## config.mk

```make
export PLATFORM = sky130hd
export DESIGN_NAME = adder_pipe
export DESIGN_NICKNAME = d
export VERILOG_FILES = /design/src/rtl/adder_pipe.sv
export SDC_FILE = /design/constraint.sdc
export NUM_CORES = 1
export LEC_CHECK = 0
export ABC_AREA = 1
export BUFFER_PORTS_ARGS = -buffer_cell sky130_fd_sc_hd__buf_2
export CORE_ASPECT_RATIO = 0.8
export CORE_MARGIN = 1.5
export CORE_UTILIZATION = 35
export CTS_BUF_LIST = sky130_fd_sc_hd__clkbuf_2 sky130_fd_sc_hd__clkbuf_4 sky130_fd_sc_hd__clkbuf_8
export CTS_CLUSTER_DIAMETER = 40
export DETAILED_ROUTE_END_ITERATION = 10
export PLACE_DENSITY = 0.55
export SLEW_MARGIN = 15
export SYNTH_ARGS = -nofsm -noshare
export SYNTH_HDL_FRONTEND = slang
export SYNTH_SLANG_ARGS = --single-unit
```

## constraint.sdc

```tcl
create_clock -name clk -period 6.1 [get_ports clk]
set_clock_uncertainty 0.15 [all_clocks]
set_input_delay 0.305 -clock clk [delete_from_list [all_inputs] [get_ports clk]]
set_output_delay 0.305 -clock clk [all_outputs]
set_load 0.01 [all_outputs]
```

## src/rtl/adder_pipe.sv

```systemverilog
// Two-stage ready/valid adder: forms a+b, a+cb, b+cb and a+b+cb with per-sum
// overflow flags, optional clamping, and a saturating overflow-event counter.
module adder_pipe #(
    parameter int WIDTH = 8,
    parameter int CNT_W = 16
) (
    input  logic             clk,
    input  logic             rst_n,
    input  logic             in_valid,
    output logic             in_ready,
    input  logic [WIDTH-1:0] a,
    input  logic [WIDTH-1:0] b,
    input  logic [WIDTH-1:0] cb,
    input  logic             sat_en,
    output logic             out_valid,
    input  logic             out_ready,
    output logic [WIDTH-1:0] sum_ab,
    output logic [WIDTH-1:0] sum_ac,
    output logic [WIDTH-1:0] sum_bc,
    output logic [WIDTH-1:0] sum_abc,
    output logic [3:0]       ovf,
    output logic [CNT_W-1:0] ovf_cnt,
    input  logic             ovf_clr
);

    localparam logic [CNT_W-1:0] CNT_MAX = '1;

    function automatic logic ovf_of(input logic [WIDTH+1:0] exact);
        return |exact[WIDTH+1:WIDTH];
    endfunction

    function automatic logic [WIDTH-1:0] clamp_sum(input logic [WIDTH+1:0] exact,
                                                   input logic             sat);
        if (sat && ovf_of(exact)) return '1;
        return exact[WIDTH-1:0];
    endfunction

    logic             vld_p1;
    logic             sat_p1;
    logic [WIDTH-1:0] cb_p1;
    logic [WIDTH:0]   sab_p1;
    logic [WIDTH:0]   sac_p1;
    logic [WIDTH:0]   sbc_p1;
    logic             vld_p2;

    logic             s1_load;
    logic             s2_load;
    logic             in_xfer;
    logic             out_xfer;
    logic [WIDTH+1:0] ab_x;
    logic [WIDTH+1:0] ac_x;
    logic [WIDTH+1:0] bc_x;
    logic [WIDTH+1:0] abc_x;

    assign out_valid = vld_p2;
    assign s2_load   = !vld_p2 || out_ready;
    assign s1_load   = !vld_p1 || s2_load;
    assign in_ready  = rst_n && (!vld_p1 || !vld_p2 || out_ready);
    assign in_xfer   = in_valid && in_ready;
    assign out_xfer  = vld_p2 && out_ready;

    assign ab_x  = {1'b0, sab_p1};
    assign ac_x  = {1'b0, sac_p1};
    assign bc_x  = {1'b0, sbc_p1};
    assign abc_x = {1'b0, sab_p1} + {2'b00, cb_p1};

    always_ff @(posedge clk) begin
        if (!rst_n) begin
            vld_p1 <= 1'b0;
            vld_p2 <= 1'b0;
        end else begin
            if (s1_load) vld_p1 <= in_xfer;
            if (s2_load) vld_p2 <= vld_p1;
        end
    end

    // Stage 1: pairwise sums at WIDTH+1, plus what stage 2 still needs
    always_ff @(posedge clk) begin
        if (in_xfer) begin
            cb_p1  <= cb;
            sat_p1 <= sat_en;
            sab_p1 <= {1'b0, a} + {1'b0, b};
            sac_p1 <= {1'b0, a} + {1'b0, cb};
            sbc_p1 <= {1'b0, b} + {1'b0, cb};
        end
    end

    // Stage 2: triple sum, overflow flags and clamping; held while stalled or idle
    always_ff @(posedge clk) begin
        if (!rst_n) begin
            sum_ab  <= '0;
            sum_ac  <= '0;
            sum_bc  <= '0;
            sum_abc <= '0;
            ovf     <= '0;
        end else if (vld_p1 && s2_load) begin
            sum_ab  <= clamp_sum(ab_x, sat_p1);
            sum_ac  <= clamp_sum(ac_x, sat_p1);
            sum_bc  <= clamp_sum(bc_x, sat_p1);
            sum_abc <= clamp_sum(abc_x, sat_p1);
            ovf     <= {ovf_of(abc_x), ovf_of(bc_x), ovf_of(ac_x), ovf_of(ab_x)};
        end
    end

    always_ff @(posedge clk) begin
        if (!rst_n || ovf_clr) begin
            ovf_cnt <= '0;
        end else if (out_xfer && (ovf != 4'b0000) && (ovf_cnt != CNT_MAX)) begin
            ovf_cnt <= ovf_cnt + 1'b1;
        end
    end

endmodule

```

## Word level (Yosys, flattened, before mapping)

Index checks and enable logic that the tools add are counted.

- Output and inout bits: 54
- Logic and storage cells: 59
- Register bits: 90

- Equal/unequal tests: 1
- Reduce and logical (&&, ||, !) cells: 20
- $add $sub $neg: 5
- Muxes and demuxes: 20

Operator list:

| kind | count |
|---|---|
| $mux W8 | 8 |
| $add A8 B8 Y9 | 3 |
| $add A16 B1 Y16 const B | 1 |
| $ne A16 B16 Y1 const B | 1 |
| $mux W1 | 12 |
| $add A9 B8 Y10 | 1 |
| $logic_and A1 B1 Y1 | 10 |
| $logic_or A1 B1 Y1 | 5 |
| $reduce_bool A4 Y1 | 1 |
| $logic_not A1 Y1 | 3 |
| $reduce_or A2 Y1 | 1 |

## Longest topological paths before layout

- Word-level depth: 7
- Mapped depth: 12

## Least setup slack after synthesis

No wires, ideal clock.

- Kind: reg2reg
- From: register vld_p2, in the netlist out_valid
- To: register cb_p1[0], enable pin
- Required time: 5.469 ns
- Stages on the path, launching flop included: 4
- Arrival time: 3.193 ns
- Period minus slack after synthesis: 3.825 ns
- Setup slack: 2.275 ns
- Cell sequence: dfxtp_1 > nand2_1 > nor2_1 > nor3b_1

- Longest elaborated chain between the ends: 5

Ends and longest elaborated chain:

| what | line | source |
|---|---|---|
| start: declaration | 44 | `logic vld_p2;` |
| start signal: assignment | 73 | `if (s2_load) vld_p2 <= vld_p1;` |
| $logic_not A1 Y1 | 58 | `assign in_ready = rst_n && (!vld_p1 \|\| !vld_p2 \|\| out_ready);` |
| $logic_or A1 B1 Y1 (2 in a row) | 58 |  |
| $logic_and A1 B1 Y1 | 58 |  |
| $logic_and A1 B1 Y1 | 59 | `assign in_xfer = in_valid && in_ready;` |
| named net in_xfer | 48 | `logic in_xfer;` |
| end signal: assignment | 80 | `cb_p1 <= cb;` |
| end: declaration | 40 | `logic [WIDTH-1:0] cb_p1;` |

The timed path passes the listed nets, and every way through them passes these cells.
A chain may end at the register's enable or synchronous reset.

## Worst setup path in the final report

- From: register vld_p2, in the netlist out_valid
- To: register sum_abc[0]

- Longest elaborated chain between the ends: 3

Ends and longest elaborated chain:

| what | line | source |
|---|---|---|
| $logic_not A1 Y1 | 56 | `assign s2_load = !vld_p2 \|\| out_ready;` |
| $logic_or A1 B1 Y1 | 56 |  |
| $logic_and A1 B1 Y1 | 96 | `end else if (vld_p1 && s2_load) begin` |
| end signal: assignment | 100 | `sum_abc <= clamp_sum(abc_x, sat_p1);` |
| end: declaration | 20 | `output logic [WIDTH-1:0] sum_abc,` |

Every way passes these cells.

==> reports/summary.txt <==
status: complete, no violations
# DRC: 0
PD cells: 243 nW/um^2
first-pass GRT wire length: 19100 um
Slew HR: 33.7%
chip height: 107 um
max-slew violation count: 0
worst hold path type: primary input to flip-flop
LEAKAGE: 2.45 nW
die width: 132 um
Worst path slowest cell: inv_1
most frequent cells in the layout: 89 x nand2_1, 83 x buf_2, 69 x nor2_1, 54 x dfxtp_1, 40 x a21oi_1
largest net degree at the start of global routing: 39
Hold EP: vld_p1
Ys Warns: 0
Netlist cell types: 31
Inserted Diodes: 0
setup TNS: 0 ns
CP top delay family: buffers and inverters
final setup vio count: 0
share of cells above drive strength 1: 18.5%
Routed Antenna Nets: 0
Tmin final: 2.37 ns
RD Place Congestion: 0.832
Post-CTS Setup Bufs: 0
via/cell ratio: 4.92
RR Startpoint: out_valid
total global routing overflow: 0
Iter 0 DRT Violations: 229
syn_area_per_cell: 8.76 um^2
post-route cell area: 5470 um^2
actual slew at the worst max-slew pin: 0.994 ns
Sink Count: 90
post-synthesis sequential area ratio: 46.1%
net count reported at finish: 685
worst skew pair latency: 0.35 ns
VDD IR max: 0.101 mV
DR vias: 3925
FMAX: 422 MHz
drt wl/cell: 14.6 um
area post-placement: 5260 um^2
R2R cell count: 5
Tcrit/Tclk final: 38.9%
post-DP HPWL: 8790 um
cts bufs inserted: 9
Reg clk slew, reported paths: 0.08 ns
CTS H-tree lvls: 3
Die Area: 14100 um^2
Initial Util: 36.2%
Total Wirelength: 11600 um
Worst Path Buf+Inv: 1
Root Buffer Master: clkbuf_8
area delta synth->final: 16.6%
RSZ-0062 raised after global routing: false
Mapped Cells: 535
WP data required: 6.19 ns
DRT Pass-1 Iters: 5
Mapped Area: 4690 um^2
r2r endpoint: sum_abc[0]
commonest non-fill, non-tap cell in the layout: nand2_1
r2r setup slk: 3.73 ns
Worst Path Class, Setup: flip-flop to flip-flop
Max-Cap Viols: 0
critical-path maximum fanout: 38
worst path cell trace: nand2_1 -> nand2_2 -> inv_1 -> o21ai_0 -> a21oi_1
critical path arrival: 2.46 ns
Hold Fails Final Rpt: 0
max incr delay on CP: 0.65 ns
row count: 37
initial antenna violation count: 0
CTS tree: built
deepest clock path buffer count: 2
kind of start point of the critical path: flip-flop
CP Capture Type: flip-flop
number of synthesized register bits: 90
IO buf count: 83
HP Start: in_valid
Ports: 84
vias in the first global route: 3795
Tot GR Track Use: 17.3%
core area: 13000 um^2
Worst Hold Path Cells: 3
syn_nets: 602
## Yosys cell counts, drive strengths merged
cell type,instances,area [um^2]
xor2,29,254
o211ai,3,22.5
nand2,93,364
edfxtp,36,1080
clkbuf,8,30.0
dfxtp,54,1080
nor3b,1,7.51
buf,5,46.3
nor2,69,259
a21oi,46,253
nor4,1,6.26
ha,33,413
xnor2,5,43.8
nand4,7,43.8
inv,38,143
nand3b,1,7.51
a21o,6,45.0
nor3,32,171
nand3,22,120
o21ai,38,190
a31oi,3,18.8
o21bai,1,7.51
fa,4,80.1
## metrics by stage
step / setup slack, ns / hold slack (ns) / total power [mW] / instances / util, %
finish: 3.73 / 0.0277 / 1.33 / 798 / 42.2
global route: 3.42 / 0.0215 / 1.41 / 798 / 42.2
CTS: 3.71 / 0.0134 / 1.35 / 798 / 42.2
detailed placement: 3.61 / 0.317 / 0.930 / 781 / 40.6
global placement: 3.74 / 0.318 / 0.926 / 781 / 40.6
floorplan: 2.28 / 0.254 / 0.851 / 535 / -
## kinds of logic (layout without fill, tap and decap cells)
logic type,after synthesis,in the layout,synth area share [%]
flops,90,90,46.1
simple gates,226,226,20.9
buf+inv,51,139,4.67
xor+xnor,34,34,6.35
fa+ha+maj,37,37,10.5
compound gates,97,97,11.4
## flip-flops by register name, indices dropped and copies added, names as in the netlist, 4 cells and up
name and flops:
sac_p1 9, sum_ab 8, ovf_cnt 16, sab_p1 9, cb_p1 8, sum_ac 8, ovf 4, sbc_p1 9
sum_abc 8, sum_bc 8
## report_power, final
group / switching (mW) / internal, mW / leakage, nW / total [mW]
combinational: 0.142 / 0.0861 / 1.56 / 0.228
clock: 0.199 / 0.213 / 0.102 / 0.412
sequential: 0.0186 / 0.670 / 0.780 / 0.689
## worst max-delay path by stage
stage / startpoint / end / depth (start not counted)
floorplan: out_valid / cb_p1[0] / 3
global placement: out_ready / ovf[0] / 7
detailed placement: out_ready / sum_abc[0] / 7
CTS: out_valid / sum_abc[0] / 5
global route: out_valid / sum_abc[6] / 5
finish: out_valid / sum_abc[0] / 5
## routing by layer
metal / vias to the layer above / global-route usage, % / part of all wire [%]
met5: - / 0 / 0
met4: 0 / 3.85 / 0.52
met3: 6 / 5.15 / 5.6
met2: 105 / 25.9 / 42
met1: 1829 / 24.6 / 52
li1: 1985 / - / -
## worst reg2reg max path, cell delays in order (launching register included)
cell and delay (ns):
dfxtp_1 0.35, nand2_1 0.11, nand2_2 0.53, inv_1 0.67
o21ai_0 0.39, a21oi_1 0.07
## final cells by class
cell class | count | area, um^2
Clock buffer | 14 | 161
Sequential cell | 90 | 2160
Clock inverter | 2 | 37.5
Multi-Input combinational cell | 394 | 2310
Timing Repair Buffer | 85 | 433
Fill cell | 1366 | 7490
Inverter | 38 | 143
Tap cell | 175 | 219
## repair_timing
| item | 4_1_cts | 5_1_grt |
|---|---|---|
| hold buffers | 1 | 0 |
| gates resized for setup | 0 | 0 |
| hold endpoints to repair | 1 | 0 |
Power figures use the tool's default switching activity.
